<file path="src/rtl/cpu_pkg.sv">
// Shared CPU definitions: datapath width, reset vector, fetch entry bundle.
package cpu_pkg;

  localparam int          XLEN_D     = 32;
  localparam logic [31:0] RESET_PC_D = 32'h0000_0000;
  localparam int          PC_INC     = 4;

  typedef struct packed {
    logic [XLEN_D-1:0] pc;
    logic [XLEN_D-1:0] instr;
  } fetch_entry_t;

endpackage

</file>
<file path="src/rtl/sync_fifo.sv">
// Synchronous FIFO with flush; registered storage, combinational head read.
module sync_fifo #(
  parameter int W     = 64,
  parameter int DEPTH = 4,
  localparam int AW   = $clog2(DEPTH),
  localparam int CW   = AW + 1
) (
  input  logic          clk,
  input  logic          rst,
  input  logic          push,
  input  logic          pop,
  input  logic          flush,
  input  logic [W-1:0]  wdata,
  output logic [W-1:0]  rdata,
  output logic [CW-1:0] count,
  output logic          full,
  output logic          empty
);

  logic [W-1:0]  mem_q [DEPTH];
  logic [W-1:0]  mem_d [DEPTH];
  logic [AW-1:0] wr_q, wr_d;
  logic [AW-1:0] rd_q, rd_d;
  logic [CW-1:0] cnt_q, cnt_d;

  always_comb begin
    mem_d = mem_q;
    wr_d  = wr_q;
    rd_d  = rd_q;
    cnt_d = cnt_q;
    if (flush) begin
      wr_d  = '0;
      rd_d  = '0;
      cnt_d = '0;
    end else begin
      if (push) begin
        mem_d[wr_q] = wdata;
        wr_d        = wr_q + 1'b1;
      end
      if (pop) rd_d = rd_q + 1'b1;
      cnt_d = cnt_q + CW'(push) - CW'(pop);
    end
  end

  always_ff @(posedge clk or negedge rst) begin
    if (!rst) begin
      for (int i = 0; i < DEPTH; i++) mem_q[i] <= '0;
      wr_q  <= '0;
      rd_q  <= '0;
      cnt_q <= '0;
    end else begin
      mem_q <= mem_d;
      wr_q  <= wr_d;
      rd_q  <= rd_d;
      cnt_q <= cnt_d;
    end
  end

  assign rdata = mem_q[rd_q];
  assign count = cnt_q;
  assign full  = (cnt_q == CW'(DEPTH));
  assign empty = (cnt_q == '0);

endmodule

</file>
<file path="src/rtl/fetch_queue.sv">
// Fetch front end: PC generation, imem handshake, redirect, buffered IF->ID.
// FETCH_BYPASS_EN forwards a response straight to ID when the queue is empty.
module fetch_queue
  import cpu_pkg::*;
#(
  parameter int             XLEN     = XLEN_D,
  parameter int             DEPTH    = 4,
  parameter logic [XLEN-1:0] RESET_PC = RESET_PC_D
) (
  input  logic            clk,
  input  logic            rst,
  output logic            imem_req,
  output logic [XLEN-1:0] imem_addr,
  input  logic            imem_ready,
  input  logic [XLEN-1:0] imem_rdata,
  output logic            id_valid,
  input  logic            id_ready,
  output logic [XLEN-1:0] id_pc,
  output logic [XLEN-1:0] id_instr,
  input  logic            redirect,
  input  logic [XLEN-1:0] redirect_pc
);

  localparam int CW = $clog2(DEPTH) + 1;

  logic [XLEN-1:0]   fetch_pc_q, fetch_pc_d;
  logic [2*XLEN-1:0] head;
  logic [CW-1:0]     f_count;
  logic              f_full, f_empty;
  logic              accept, byp, push, pop;

  assign imem_req  = rst & ~redirect & ~f_full;
  assign imem_addr = fetch_pc_q;
  assign accept    = imem_req & imem_ready;

`ifdef FETCH_BYPASS_EN
  assign byp = accept & f_empty;
`else
  assign byp = 1'b0;
`endif

  // A bypassed entry taken by ID this cycle never enters storage.
  assign push = accept & ~(byp & id_ready);
  assign pop  = ~f_empty & id_ready & ~redirect;

  sync_fifo #(
    .W     (2*XLEN),
    .DEPTH (DEPTH)
  ) u_fifo (
    .clk   (clk),
    .rst   (rst),
    .push  (push),
    .pop   (pop),
    .flush (redirect),
    .wdata ({fetch_pc_q, imem_rdata}),
    .rdata (head),
    .count (f_count),
    .full  (f_full),
    .empty (f_empty)
  );

  assign id_valid = ~f_empty | byp;
  assign id_pc    = byp ? fetch_pc_q : head[2*XLEN-1:XLEN];
  assign id_instr = byp ? imem_rdata : head[XLEN-1:0];

  always_comb begin
    fetch_pc_d = fetch_pc_q;
    if (redirect)
      fetch_pc_d = {redirect_pc[XLEN-1:2], 2'b00};
    else if (accept)
      fetch_pc_d = fetch_pc_q + XLEN'(PC_INC);
  end

  always_ff @(posedge clk or negedge rst) begin
    if (!rst) fetch_pc_q <= RESET_PC;
    else      fetch_pc_q <= fetch_pc_d;
  end

  logic unused_count;
  assign unused_count = ^f_count;

endmodule

</file>
<file path="config.mk">
export PLATFORM = sky130hd
export DESIGN_NAME = fetch_queue
export DESIGN_NICKNAME = d
export VERILOG_FILES = /design/src/rtl/cpu_pkg.sv /design/src/rtl/sync_fifo.sv /design/src/rtl/fetch_queue.sv
export SDC_FILE = /design/constraint.sdc
export NUM_CORES = 1
export LEC_CHECK = 0
export ABC_AREA = 0
export ABC_CLOCK_PERIOD_IN_PS = 4200
export BUFFER_PORTS_ARGS = -buffer_cell sky130_fd_sc_hd__buf_4
export CAP_MARGIN = 10
export CORE_AREA = 2 2 221 223
export CTS_CLUSTER_DIAMETER = 150
export DETAILED_ROUTE_END_ITERATION = 7
export DIE_AREA = 0 0 223 225
export GPL_TIMING_DRIVEN = 0
export PLACE_DENSITY_LB_ADDON = 0.08
export SYNTH_ARGS = -nofsm -noshare
export SYNTH_HDL_FRONTEND = slang
export SYNTH_HIERARCHICAL = 1
export SYNTH_SLANG_ARGS = --single-unit
</file>
<file path="constraint.sdc">
create_clock -name clk -period 4.2 [get_ports clk]
set_clock_uncertainty 0.1 [all_clocks]
set_input_delay 0.42 -clock clk [delete_from_list [all_inputs] [get_ports clk]]
set_output_delay 0.42 -clock clk [all_outputs]
set_load 0.02 [all_outputs]
</file>
==> results_dict.tcl <==
set metrics [dict create \
    synthMuxAreaShare_pct 35.47 \
    synth-edff-count 0 \
    syn_area_per_cell_sq_um 16.23 \
    ys_seq_elements 293 \
    syn_area_sq_um 14180 \
    die_x_um 223 \
    postRouteAntennaNets 0 \
    io_buffers 162 \
    clk_latency_ns 0.54 \
    arrival_ns 4.19 \
    routedWlPerCell_um 21.10 \
    pre_cts_slack_ns 0.002705 \
    yosys_warnings 6 \
    clkSinkCount 293 \
    drtIter0Drc 375 \
    drcViolationCount 0 \
    nets 1188 \
    yosysTopAreaCellShare_pct 51.70 \
    synth-seq-area-share_pct 51.70 \
    synthArstFlopShare_pct 100.0 \
    worst_slew_pin_slew_ns 0.7994 \
    ys.flop_type "dfrtp_1" \
    cp.required_ns 4.55 \
    startpoint "rst" \
    cts-buffers-inserted 37 \
    area_delta_synth_final_pct 25.68 \
    num_vias 8304 \
    synth_top_area_cell "dfrtp_1" \
    slew_headroom_pct 46.59 \
    fmax_mhz 260.5 \
    cts_tree "built" \
    root_buffer "clkbuf_16" \
    hold_class "input port to flip-flop" \
    met2_usage_pct 24.48 \
    synth_adder_area_share_pct 0.7587 \
    yosys.cell_types.count 44 \
    fin_area_sq_um 17820 \
    synth_area_leaders "dfrtp_1, mux2_4, mux4_2" \
    worst_r2r_endpoint "u_fifo/mem_q[49]" \
    status "finished clean" \
    drv_cap 0 \
    first_pass_iters 5 \
    h-tree-depth 2 \
    drive_gt1_share_pct 49.82 \
    nFillCells 4520 \
    rsz0062_at_grt "no" \
    synth_top_family_by_area "multiplexers" \
    clk_pin_slew_ns 0.06 \
    num_rows 80 \
    finalPower_uw 10010 \
    cp-start-kind "input port" \
    crit_type "input port to flip-flop" \
    use_met1_pct 20.37 \
    post-route-min-period_ns 3.839 \
    placed_cell_area_sq_um 16290 \
    final_util_pct 37.49 \
    endpoint_kind "flip-flop" \
    dieArea_sq_um 50180 \
    top_usage_layer "met2" \
    endpoint "imem_addr[17]" \
    hold_viol 0 \
    r2r_start "u_fifo/count[1]" \
    synth-simple-area-share_pct 4.773 \
    first_global_vias 9106 \
    min_period_over_period_pct 91.40 \
    grt_use_met3_pct 2.634 \
    critical_path.max_fanout 89 \
    ff2ff_path_depth 8 \
    grt_usage_pct 15.11 \
    die_h_um 225 \
    r2r_slack_ns 1.30 \
    wirelength_mm 36.98 \
    slew_violations 0 \
    cts_buffer_depth 3 \
    cts_resized 0 \
    synthCells 874 \
    start_util_pct 29.83 \
    finalWeightedCongestion 0.7054 \
    synth_compound_area_share_pct 2.356 \
    setup_ws_ns 0.3610 \
    grt_max_degree 90 \
    io_pins 167 \
    core_area_sq_um 47550 \
    n_antenna_cell 0 \
    overflow 0 \
    via_per_inst 4.737 \
    irDropWorstVdd_mv 0.2180 \
    synthXorXnorAreaFrac_pct 0.7764 \
    place_hpwl_mm 23.99 \
    finalSetupViolCount 0 \
    grt_pass1_wl_mm 57.69 \
    p_leak_uw 0.008715 \
    powerDensity_nw_per_um2 561.7 \
    antenna_found_initial 1 \
]
-- worst max-delay path, stage by stage --
cell           delay (ns)
dlygate4sd3_1        0.56
buf_8                0.13
buf_16               0.31
buf_16               0.37
buf_16               0.40
and3b_1              0.22
clkbuf_1             0.42
nand4_1              0.45
or4_1                0.59
a31oi_1              0.18
-- cell families (layout without fill, tap and decap cells) --
kind of cell / count (synthesis) / after routing
DFF: 293 / 293
and+or+nand+nor: 115 / 115
AOI/OAI and AO/OA: 51 / 51
muxes: 323 / 323
adders and majority gates: 8 / 8
buffers and inverters: 72 / 327
other: 1 / 10
xor gates and xnor gates: 11 / 11
-- report_power, final --
group | internal (uW) | switching, uW | total [uW]
clock network | 2070 | 1250 | 3320
logic | 1690 | 1320 | 3010
registers | 3330 | 360 | 3690
total | 7090 | 2920 | 10000
-- how the worst min path moves through the flow --
stage,start,end,slack (ns),cells after the start
3_5_place_dp,rst,u_fifo/mem_q[200],0.25,1
5_1_grt,imem_rdata[2],u_fifo/mem_q[194],0.02,2
3_3_place_gp,u_fifo/mem_q[46],u_fifo/mem_q[46],0.37,1
2_1_floorplan,rst,imem_addr[10],0.02,0
4_1_cts,imem_rdata[1],u_fifo/mem_q[193],0.0007,2
6_report,imem_rdata[22],u_fifo/mem_q[22],0.04,2
-- cell usage after synthesis, drive strengths merged (8+ instances only) --
cell,number
mux2,257
or4,20
nand3,13
inv,11
nor2,25
a31oi,18
dfrtp,293
mux4,64
o21ai,11
nand2,20
clkbuf,15
nand4,8
buf,46
o31ai,15
-- cell type report --
cell class	instances	area, sq um	area share (%)
multi-input cells	518	6297	35.33
clock buffers	59	1161	6.514
inverters	11	41.29	0.2316
plain buffers	61	545.5	3.061
well taps	615	769.5	4.317
flip-flops and latches	293	7332	41.13
clock inverters	7	113.9	0.6388
repair buffers	189	1564	8.774
-- placed cells by master, fill, tap and decap left out, types with 3 or more instances in the layout --
cell type      count
a31oi_1           18
and3_1             3
buf_12             3
buf_16             4
buf_2              6
buf_4            167
buf_6             30
bufinv_16          3
clkbuf_1          23
clkbuf_16         39
clkbuf_8          11
clkinv_2           3
conb_1            10
dfrtp_1          293
dlygate4sd3_1     23
ha_1               7
inv_1             11
mux2_1            29
mux2_2            48
mux2_4           180
mux4_2            64
nand2_1           20
nand3_1           13
nand3b_1           4
nand3b_4           3
nand4_1            8
nor2_1            25
nor3_1             3
o211ai_1           3
o21ai_0           11
o31ai_1           15
or3_1              6
or4_1             20
xnor2_1            7
xor2_1             3
-- routing by layer --
metal	share of wire (%)	up-vias
li1	-	3739
met1	46	4349
met2	48	161
met3	3.9	53
met4	2.6	2
met5	0.035	-
-- flip-flops by register name (all words and copies together), names as in the netlist --
name,count
imem_addr,30
u_fifo/count,3
u_fifo/mem_q,256
u_fifo/rd_q,2
u_fifo/wr_q,2
-- metrics by stage --
stage / setup TNS (ns) / hold WS (ns) / std cells
floorplan: 0 / 0.02441 / 883
finish: 0 / 0.03871 / 1753
global route: 0 / 0.01697 / 1753
detailed placement: 0 / 0.2452 / 1663
global placement: -648.17 / 0.3678 / 1660
CTS: 0 / 0.0006648 / 1753
-- what timing repair did --
action / CTS / global route
hold buffers: 24 / 0
endpoints found under the hold margin: 70 / 0
setup buffers: 0 / 0
No activity file was read; power rests on OpenSTA's default activity.
